==> src/rtl/screen_sequencer_if.sv <==
// Bundles the raster position, control levels, mapper colours and pin-side outputs of the screen sequencer.
// Modport master drives the inputs (VGA controller, game logic and mappers); modport slave is the sequencer.
interface screen_sequencer_if;
    logic [9:0] DrawX;
    logic [9:0] DrawY;
    logic       blank;
    logic       start_req;
    logic       game_over;
    logic [3:0] start_r, start_g, start_b;
    logic [3:0] game_r,  game_g,  game_b;
    logic [3:0] over_r,  over_g,  over_b;
    logic [3:0] red, green, blue;
    logic [1:0] screen_sel;
    logic       busy;

    modport master (
        output DrawX, DrawY, blank, start_req, game_over,
        output start_r, start_g, start_b,
        output game_r,  game_g,  game_b,
        output over_r,  over_g,  over_b,
        input  red, green, blue, screen_sel, busy
    );

    modport slave (
        input  DrawX, DrawY, blank, start_req, game_over,
        input  start_r, start_g, start_b,
        input  game_r,  game_g,  game_b,
        input  over_r,  over_g,  over_b,
        output red, green, blue, screen_sel, busy
    );
endinterface

==> src/rtl/screen_sequencer.sv <==
// Selects start/game/over background and fades it out to black, swaps source on a frame tick, fades back in.
// Latency: mapper RGB to pins is 1 vga_clk (single registered scale/blank stage).
// Backpressure: none; start_req/game_over are levels sampled every cycle and dropped while a fade runs.
module screen_sequencer #(
    parameter int V_ACTIVE        = 480,
    parameter int FRAMES_PER_STEP = 2,
    parameter int FADE_STEP       = 2
) (
    input  logic               vga_clk,
    input  logic               reset_n,
    screen_sequencer_if.slave  bus
);

    localparam int CW = (FRAMES_PER_STEP > 1) ? $clog2(FRAMES_PER_STEP) : 1;

    typedef enum logic [2:0] {
        S_START  = 3'd0,
        S_GAME   = 3'd1,
        S_OVER   = 3'd2,
        FADE_OUT = 3'd3,
        FADE_IN  = 3'd4
    } state_t;

    state_t        r_state;
    state_t        w_state_nxt;
    logic [1:0]    r_sel, w_sel_nxt;
    logic [1:0]    r_target, w_target_nxt;
    logic [4:0]    r_level, w_level_nxt;
    logic [CW-1:0] r_frame_cnt;
    logic          r_cond_d;
    logic          r_frame_tick;
    logic [3:0]    r_red, r_green, r_blue;

    logic          w_cond;
    logic          w_fading;
    logic          w_step;
    logic [3:0]    w_src_r, w_src_g, w_src_b;

    assign w_cond   = (bus.DrawX == 10'd0) && (bus.DrawY == 10'(V_ACTIVE));
    assign w_fading = (r_state == FADE_OUT) || (r_state == FADE_IN);
    assign w_step   = w_fading && r_frame_tick && (r_frame_cnt == CW'(FRAMES_PER_STEP - 1));

    // Rising-edge detect so a held raster position yields a single tick per frame.
    always_ff @(posedge vga_clk or negedge reset_n) begin
        if (!reset_n) begin
            r_cond_d     <= 1'b0;
            r_frame_tick <= 1'b0;
        end else begin
            r_cond_d     <= w_cond;
            r_frame_tick <= w_cond && !r_cond_d;
        end
    end

    always_comb begin
        w_state_nxt  = r_state;
        w_sel_nxt    = r_sel;
        w_target_nxt = r_target;
        w_level_nxt  = r_level;
        case (r_state)
            S_START: begin
                if (bus.start_req) begin
                    w_state_nxt  = FADE_OUT;
                    w_target_nxt = 2'd1;
                end
            end
            S_GAME: begin
                if (bus.game_over) begin
                    w_state_nxt  = FADE_OUT;
                    w_target_nxt = 2'd2;
                end
            end
            S_OVER: begin
                if (bus.start_req) begin
                    w_state_nxt  = FADE_OUT;
                    w_target_nxt = 2'd0;
                end
            end
            FADE_OUT: begin
                // The swap waits one extra step at black so it always lands on a frame tick.
                if (w_step) begin
                    if (r_level == 5'd0) begin
                        w_sel_nxt   = r_target;
                        w_state_nxt = FADE_IN;
                    end else if (r_level <= 5'(FADE_STEP)) begin
                        w_level_nxt = 5'd0;
                    end else begin
                        w_level_nxt = r_level - 5'(FADE_STEP);
                    end
                end
            end
            FADE_IN: begin
                if (w_step) begin
                    if (r_level >= 5'(16 - FADE_STEP)) begin
                        w_level_nxt = 5'd16;
                        case (r_sel)
                            2'd0:    w_state_nxt = S_START;
                            2'd1:    w_state_nxt = S_GAME;
                            default: w_state_nxt = S_OVER;
                        endcase
                    end else begin
                        w_level_nxt = r_level + 5'(FADE_STEP);
                    end
                end
            end
            default: begin
                w_state_nxt = S_START;
                w_sel_nxt   = 2'd0;
                w_level_nxt = 5'd16;
            end
        endcase
    end

    always_ff @(posedge vga_clk or negedge reset_n) begin
        if (!reset_n) begin
            r_state     <= S_START;
            r_sel       <= 2'd0;
            r_target    <= 2'd0;
            r_level     <= 5'd16;
            r_frame_cnt <= '0;
        end else begin
            r_state  <= w_state_nxt;
            r_sel    <= w_sel_nxt;
            r_target <= w_target_nxt;
            r_level  <= w_level_nxt;
            if (w_state_nxt != r_state) begin
                r_frame_cnt <= '0;
            end else if (w_fading && r_frame_tick) begin
                if (r_frame_cnt == CW'(FRAMES_PER_STEP - 1)) begin
                    r_frame_cnt <= '0;
                end else begin
                    r_frame_cnt <= r_frame_cnt + CW'(1);
                end
            end
        end
    end

    always_comb begin
        w_src_r = bus.start_r;
        w_src_g = bus.start_g;
        w_src_b = bus.start_b;
        case (r_sel)
            2'd1: begin
                w_src_r = bus.game_r;
                w_src_g = bus.game_g;
                w_src_b = bus.game_b;
            end
            2'd2: begin
                w_src_r = bus.over_r;
                w_src_g = bus.over_g;
                w_src_b = bus.over_b;
            end
            default: ;
        endcase
    end

    // Scale by level/16: 4x5-bit product, keep bits [7:4]; level 16 is an exact pass-through.
    always_ff @(posedge vga_clk or negedge reset_n) begin
        if (!reset_n) begin
            r_red   <= 4'd0;
            r_green <= 4'd0;
            r_blue  <= 4'd0;
        end else if (bus.blank) begin
            r_red   <= 4'(({5'd0, w_src_r} * {4'd0, r_level}) >> 4);
            r_green <= 4'(({5'd0, w_src_g} * {4'd0, r_level}) >> 4);
            r_blue  <= 4'(({5'd0, w_src_b} * {4'd0, r_level}) >> 4);
        end else begin
            r_red   <= 4'd0;
            r_green <= 4'd0;
            r_blue  <= 4'd0;
        end
    end

    assign bus.red        = r_red;
    assign bus.green      = r_green;
    assign bus.blue       = r_blue;
    assign bus.screen_sel = r_sel;
    assign bus.busy       = w_fading;

endmodule

==> src/flat_wrapper.sv <==
// flat-port wrapper written by rule: the top's interface ports become plain ports
module screen_sequencer_flat 
#(
    parameter int V_ACTIVE        = 480,
    parameter int FRAMES_PER_STEP = 2,
    parameter int FADE_STEP       = 2
)
  (vga_clk, reset_n, bus_DrawX, bus_DrawY, bus_blank, bus_start_req, bus_game_over, bus_start_r, bus_start_g, bus_start_b, bus_game_r, bus_game_g, bus_game_b, bus_over_r, bus_over_g, bus_over_b, bus_red, bus_green, bus_blue, bus_screen_sel, bus_busy);
  screen_sequencer_if bus_i ();
  input  logic vga_clk;
  input  logic reset_n;
  input wire logic [$bits(bus_i.DrawX)-1:0] bus_DrawX;
  input wire logic [$bits(bus_i.DrawY)-1:0] bus_DrawY;
  input wire logic [$bits(bus_i.blank)-1:0] bus_blank;
  input wire logic [$bits(bus_i.start_req)-1:0] bus_start_req;
  input wire logic [$bits(bus_i.game_over)-1:0] bus_game_over;
  input wire logic [$bits(bus_i.start_r)-1:0] bus_start_r;
  input wire logic [$bits(bus_i.start_g)-1:0] bus_start_g;
  input wire logic [$bits(bus_i.start_b)-1:0] bus_start_b;
  input wire logic [$bits(bus_i.game_r)-1:0] bus_game_r;
  input wire logic [$bits(bus_i.game_g)-1:0] bus_game_g;
  input wire logic [$bits(bus_i.game_b)-1:0] bus_game_b;
  input wire logic [$bits(bus_i.over_r)-1:0] bus_over_r;
  input wire logic [$bits(bus_i.over_g)-1:0] bus_over_g;
  input wire logic [$bits(bus_i.over_b)-1:0] bus_over_b;
  output wire logic [$bits(bus_i.red)-1:0] bus_red;
  output wire logic [$bits(bus_i.green)-1:0] bus_green;
  output wire logic [$bits(bus_i.blue)-1:0] bus_blue;
  output wire logic [$bits(bus_i.screen_sel)-1:0] bus_screen_sel;
  output wire logic [$bits(bus_i.busy)-1:0] bus_busy;
  assign bus_i.DrawX = bus_DrawX;
  assign bus_i.DrawY = bus_DrawY;
  assign bus_i.blank = bus_blank;
  assign bus_i.start_req = bus_start_req;
  assign bus_i.game_over = bus_game_over;
  assign bus_i.start_r = bus_start_r;
  assign bus_i.start_g = bus_start_g;
  assign bus_i.start_b = bus_start_b;
  assign bus_i.game_r = bus_game_r;
  assign bus_i.game_g = bus_game_g;
  assign bus_i.game_b = bus_game_b;
  assign bus_i.over_r = bus_over_r;
  assign bus_i.over_g = bus_over_g;
  assign bus_i.over_b = bus_over_b;
  assign bus_red = bus_i.red;
  assign bus_green = bus_i.green;
  assign bus_blue = bus_i.blue;
  assign bus_screen_sel = bus_i.screen_sel;
  assign bus_busy = bus_i.busy;
  screen_sequencer #(.V_ACTIVE(V_ACTIVE), .FRAMES_PER_STEP(FRAMES_PER_STEP), .FADE_STEP(FADE_STEP)) u_core (.vga_clk(vga_clk), .reset_n(reset_n), .bus(bus_i));
endmodule
==> config.mk <==
export PLATFORM = sky130hd
export DESIGN_NAME = screen_sequencer_flat
export DESIGN_NICKNAME = d
export VERILOG_FILES = /design/src/rtl/screen_sequencer_if.sv /design/src/rtl/screen_sequencer.sv /design/src/flat_wrapper.sv
export SDC_FILE = /design/constraint.sdc
export NUM_CORES = 1
export LEC_CHECK = 0
export CAP_MARGIN = 25
export CORE_MARGIN = 2
export CORE_UTILIZATION = 50
export DETAILED_ROUTE_END_ITERATION = 10
export HOLD_SLACK_MARGIN = 0.06
export PLACE_DENSITY = 0.83
export SKIP_LAST_GASP = 1
export SLEW_MARGIN = 20
export SYNTH_ARGS = -nofsm -noshare
export SYNTH_HDL_FRONTEND = slang
export SYNTH_SLANG_ARGS = --single-unit
==> constraint.sdc <==
create_clock -name vga_clk -period 4.7 [get_ports vga_clk]
set_input_delay 1.175 -clock vga_clk [delete_from_list [all_inputs] [get_ports vga_clk]]
set_output_delay 1.175 -clock vga_clk [all_outputs]
set_load 0.01 [all_outputs]
==> results.txt <==
Outcome -> finished, final reports clean
Period utilization -> 94.1%
Avg Cell Area, Syn -> 8.41 um2
Final nets -> 510
FF-to-FF Start -> u_core.bus.screen_sel[0]
Worst R2R Path Depth -> 14
Die W -> 79.1 um
Final GP Congestion -> 0.891
Max-slew violations -> 0
Max Used Layer -> met4
R2R Path End -> u_core.bus.red[3]
Synth Flop Type -> dfrtp_1
Cell Rows -> 27
Flops & latches, synth -> 26
Max Clock Freq -> 0.226 GHz
Clock-pin transition on the worst setup and hold timing paths -> 90 ps
DRT Wirelength -> 7100 um
Setup crit start kind -> input port
Hold Path Depth -> 1
Post-synth EDFFs -> 0
Adder-Cell Fraction of Synth Area -> 23.2%
Final core area utilization -> 66.3%
Setup crit end kind -> flip-flop
Synthesis-to-finish area growth -> 28.8%
CP required -> 4890 ps
Arrival @ worst endpoint -> 4610 ps
Avg WL per Cell -> 14.9 um
TritonCTS buffer count -> 3
Drt drc -> 0
Top Ports -> 76
Yosys top cell area share -> 22.2%
Cell count after placement -> 471
Fill cell count -> 469
Layout cells sized above 1 -> 4.96%
Async set-reset flop share out of synthesis -> 100%
Hold endpoint -> u_core.r_frame_tick
Met2 wire length -> 3540 um
TritonRoute pass-1 iters -> 6
Least-Margin Pin Slew -> 931 ps
Total gr overflow -> 0
Antenna Nets Post-Route -> 0
Mapped Cells -> 335
Sink Count -> 26
Max_slew headroom -> 37.9%
Full die area -> 6250 um2
Clk_skew -> 7.42 ps
Initial antenna violation count -> 0
H-Tree Depth -> 1
YS warnings -> 0
Cell Area, Placed -> 3570 um2
First-pass GRT wire length -> 12,200 um
Post-DP HPWL -> 5490 um
Setup Crit Path Kind -> input port to flip-flop
Worst VDD drop -> 0.000150 V
Biggest area consumer among synthesized cells -> dfrtp_1
R2R Setup Slk -> 410 ps
DRT met1 WL -> 3140 um
Hold WC Path Type -> flip-flop to flip-flop
Overall power -> 482 uW
Syn Std Cell Area -> 2820 um2
Leakage power -> 1.63 nW
PortBufs -> 75
Area taken by flip-flops and latches -> 652 um2
Antenna diodes -> 0
Post-layout min period -> 4420 ps
Setup TNS -> 0 ps
Die height -> 79.1 um
Initial core utilization -> 51.5%
Largest net degree at the start of global routing -> 35
Fin cells -> 475
Cell with the most instances after synthesis -> nor2_1
Maxcap violations -> 0
Final Hold Vio Count -> 0
Compound-Gate Fraction of Synth Area -> 18.1%
CORE AREA -> 5470 um2
Setup Fix Bufs, Post-CTS -> 0
Synth unique cells -> 55
Synth Area in XOR/XNOR -> 3.73%
Ranking of synthesized cells by area -> dfrtp_1 22%, ha_1 15%, fa_1 8.5%
RSZ-0062 raised after global routing -> false
DR vias/cell -> 5.58
Setup Viol. Count Final -> 0
Part of the Yosys area used for sequential elements -> 23.1%
Top cells by count, synth -> 43 x nor2_1, 33 x ha_1, 27 x inv_1, 27 x nand2_1, 25 x dfrtp_1
Number of DRC markers in iteration 0 -> 122
Power per cell area -> 133 nW/um2
Simple-gate area share of the yosys netlist -> 22.2%
CTS Hold Buffers Added -> 0
Vias in the first global route -> 2,665
CTS root buf -> clkbuf_8
Hold Crit Start -> u_core.r_cond_d
CTS tree -> yes
Routed vias -> 2,651
CTS max path bufs -> 2
Post-route cell area -> 3630 um2
Area of the multi-input gates -> 1950 um2
WL met3 -> 376 um
Total Routing Usage GR -> 24.3%
Largest family of logic cells by synthesized area -> adder cells
Worst-path fanout max -> 3
Multiplexer area fraction after synthesis -> 1.55%
Worst-Skew Late Latency -> 270 ps
## layout by cell type (no fill, tap or decap), types with 2 or more instances in the layout
cell type	count
a211o_1	3
a21oi_1	23
a22oi_1	11
and2_1	6
and3_1	4
buf_4	2
clkbuf_8	4
clkdlybuf4s50_1	75
clkinv_1	2
conb_1	3
dfrtp_1	25
fa_1	12
ha_1	33
inv_1	27
mux2_2	3
nand2_1	27
nand2b_1	10
nand3_1	3
nand3b_1	2
nor2_1	43
nor3_1	5
nor3b_1	6
nor4_1	5
o211ai_1	4
o21ai_0	20
o21bai_1	3
o22ai_1	2
o2bb2ai_1	2
o31ai_1	2
or2b_2	2
xnor2_1	9
xor2_1	3
## metal layers
metal / vias to the layer above / GRT usage [%]
li1: 1284 / -
met1: 1280 / 31.2
met2: 83 / 42.5
met3: 4 / 4.32
met4: 0 / 5.52
met5: - / 0
## cell type report
cell class	instances	share of cell area (%)
multi-input combinational	266	53.8
tap	72	2.48
timing repair buffer	77	21.1
inverter	30	3.10
clock buffer	4	1.52
sequential	26	18.0
## flip-flops by register name, indices dropped and copies added, names as in the netlist
name / count
u_core.r_frame_tick: 1
u_core.bus.red: 4
u_core.r_target: 2
u_core.r_level: 4
u_core.bus.green: 4
u_core.r_state: 3
u_core.r_cond_d: 1
u_core.bus.blue: 4
u_core.r_frame_cnt: 1
u_core.bus.screen_sel: 2
## worst max path at each step
stage	end	from
2_1_floorplan	u_core.bus.red[3]	bus_game_r[3]
3_3_place_gp	u_core.bus.red[3]	bus_game_r[3]
3_5_place_dp	u_core.bus.red[3]	bus_game_r[3]
4_1_cts	u_core.bus.red[3]	bus_game_r[3]
5_1_grt	u_core.bus.blue[3]	bus_game_b[3]
6_report	u_core.bus.red[3]	bus_over_r[3]
## power by group
group	internal [mW]	switching, mW
combinational	0.0609	0.0355
sequential	0.228	0.0111
clock	0.0750	0.0719
total	0.364	0.118
## worst max-delay path, cell delays in order
cell and delay, ps:
clkdlybuf4s50_1 420, a22oi_2 270, nand2_1 110, o21ai_0 210
nor2_1 120, fa_1 560, inv_1 70, fa_1 540
inv_1 50, ha_1 310, a21oi_1 270, o21ai_0 160
and3_1 200, nor3_1 160
## through the flow
step	hold WS (ps)	setup WS [ps]
3_5_place_dp	400	58.0
6_report	408	276
5_1_grt	436	80.3
3_3_place_gp	394	195
2_1_floorplan	383	829
4_1_cts	408	193
## timing repair
action                                  4_1_cts  5_1_grt
resized for setup                             0        1
hold endpoints to repair                      0        0
endpoints found under the setup margin        0        1
## cells by family (layout without fill, tap and decap cells)
| kind of cell | Yosys count | after routing |
|---|---|---|
| AOI/OAI and AO/OA | 80 | 80 |
| xor gates and xnor gates | 12 | 12 |
| adders and majority gates | 45 | 45 |
| buffers and inverters | 45 | 111 |
| DFF | 26 | 26 |
| muxes | 4 | 4 |
| other | 1 | 3 |
| and+or+nand+nor | 122 | 122 |
Power figures use the tool's default switching activity.
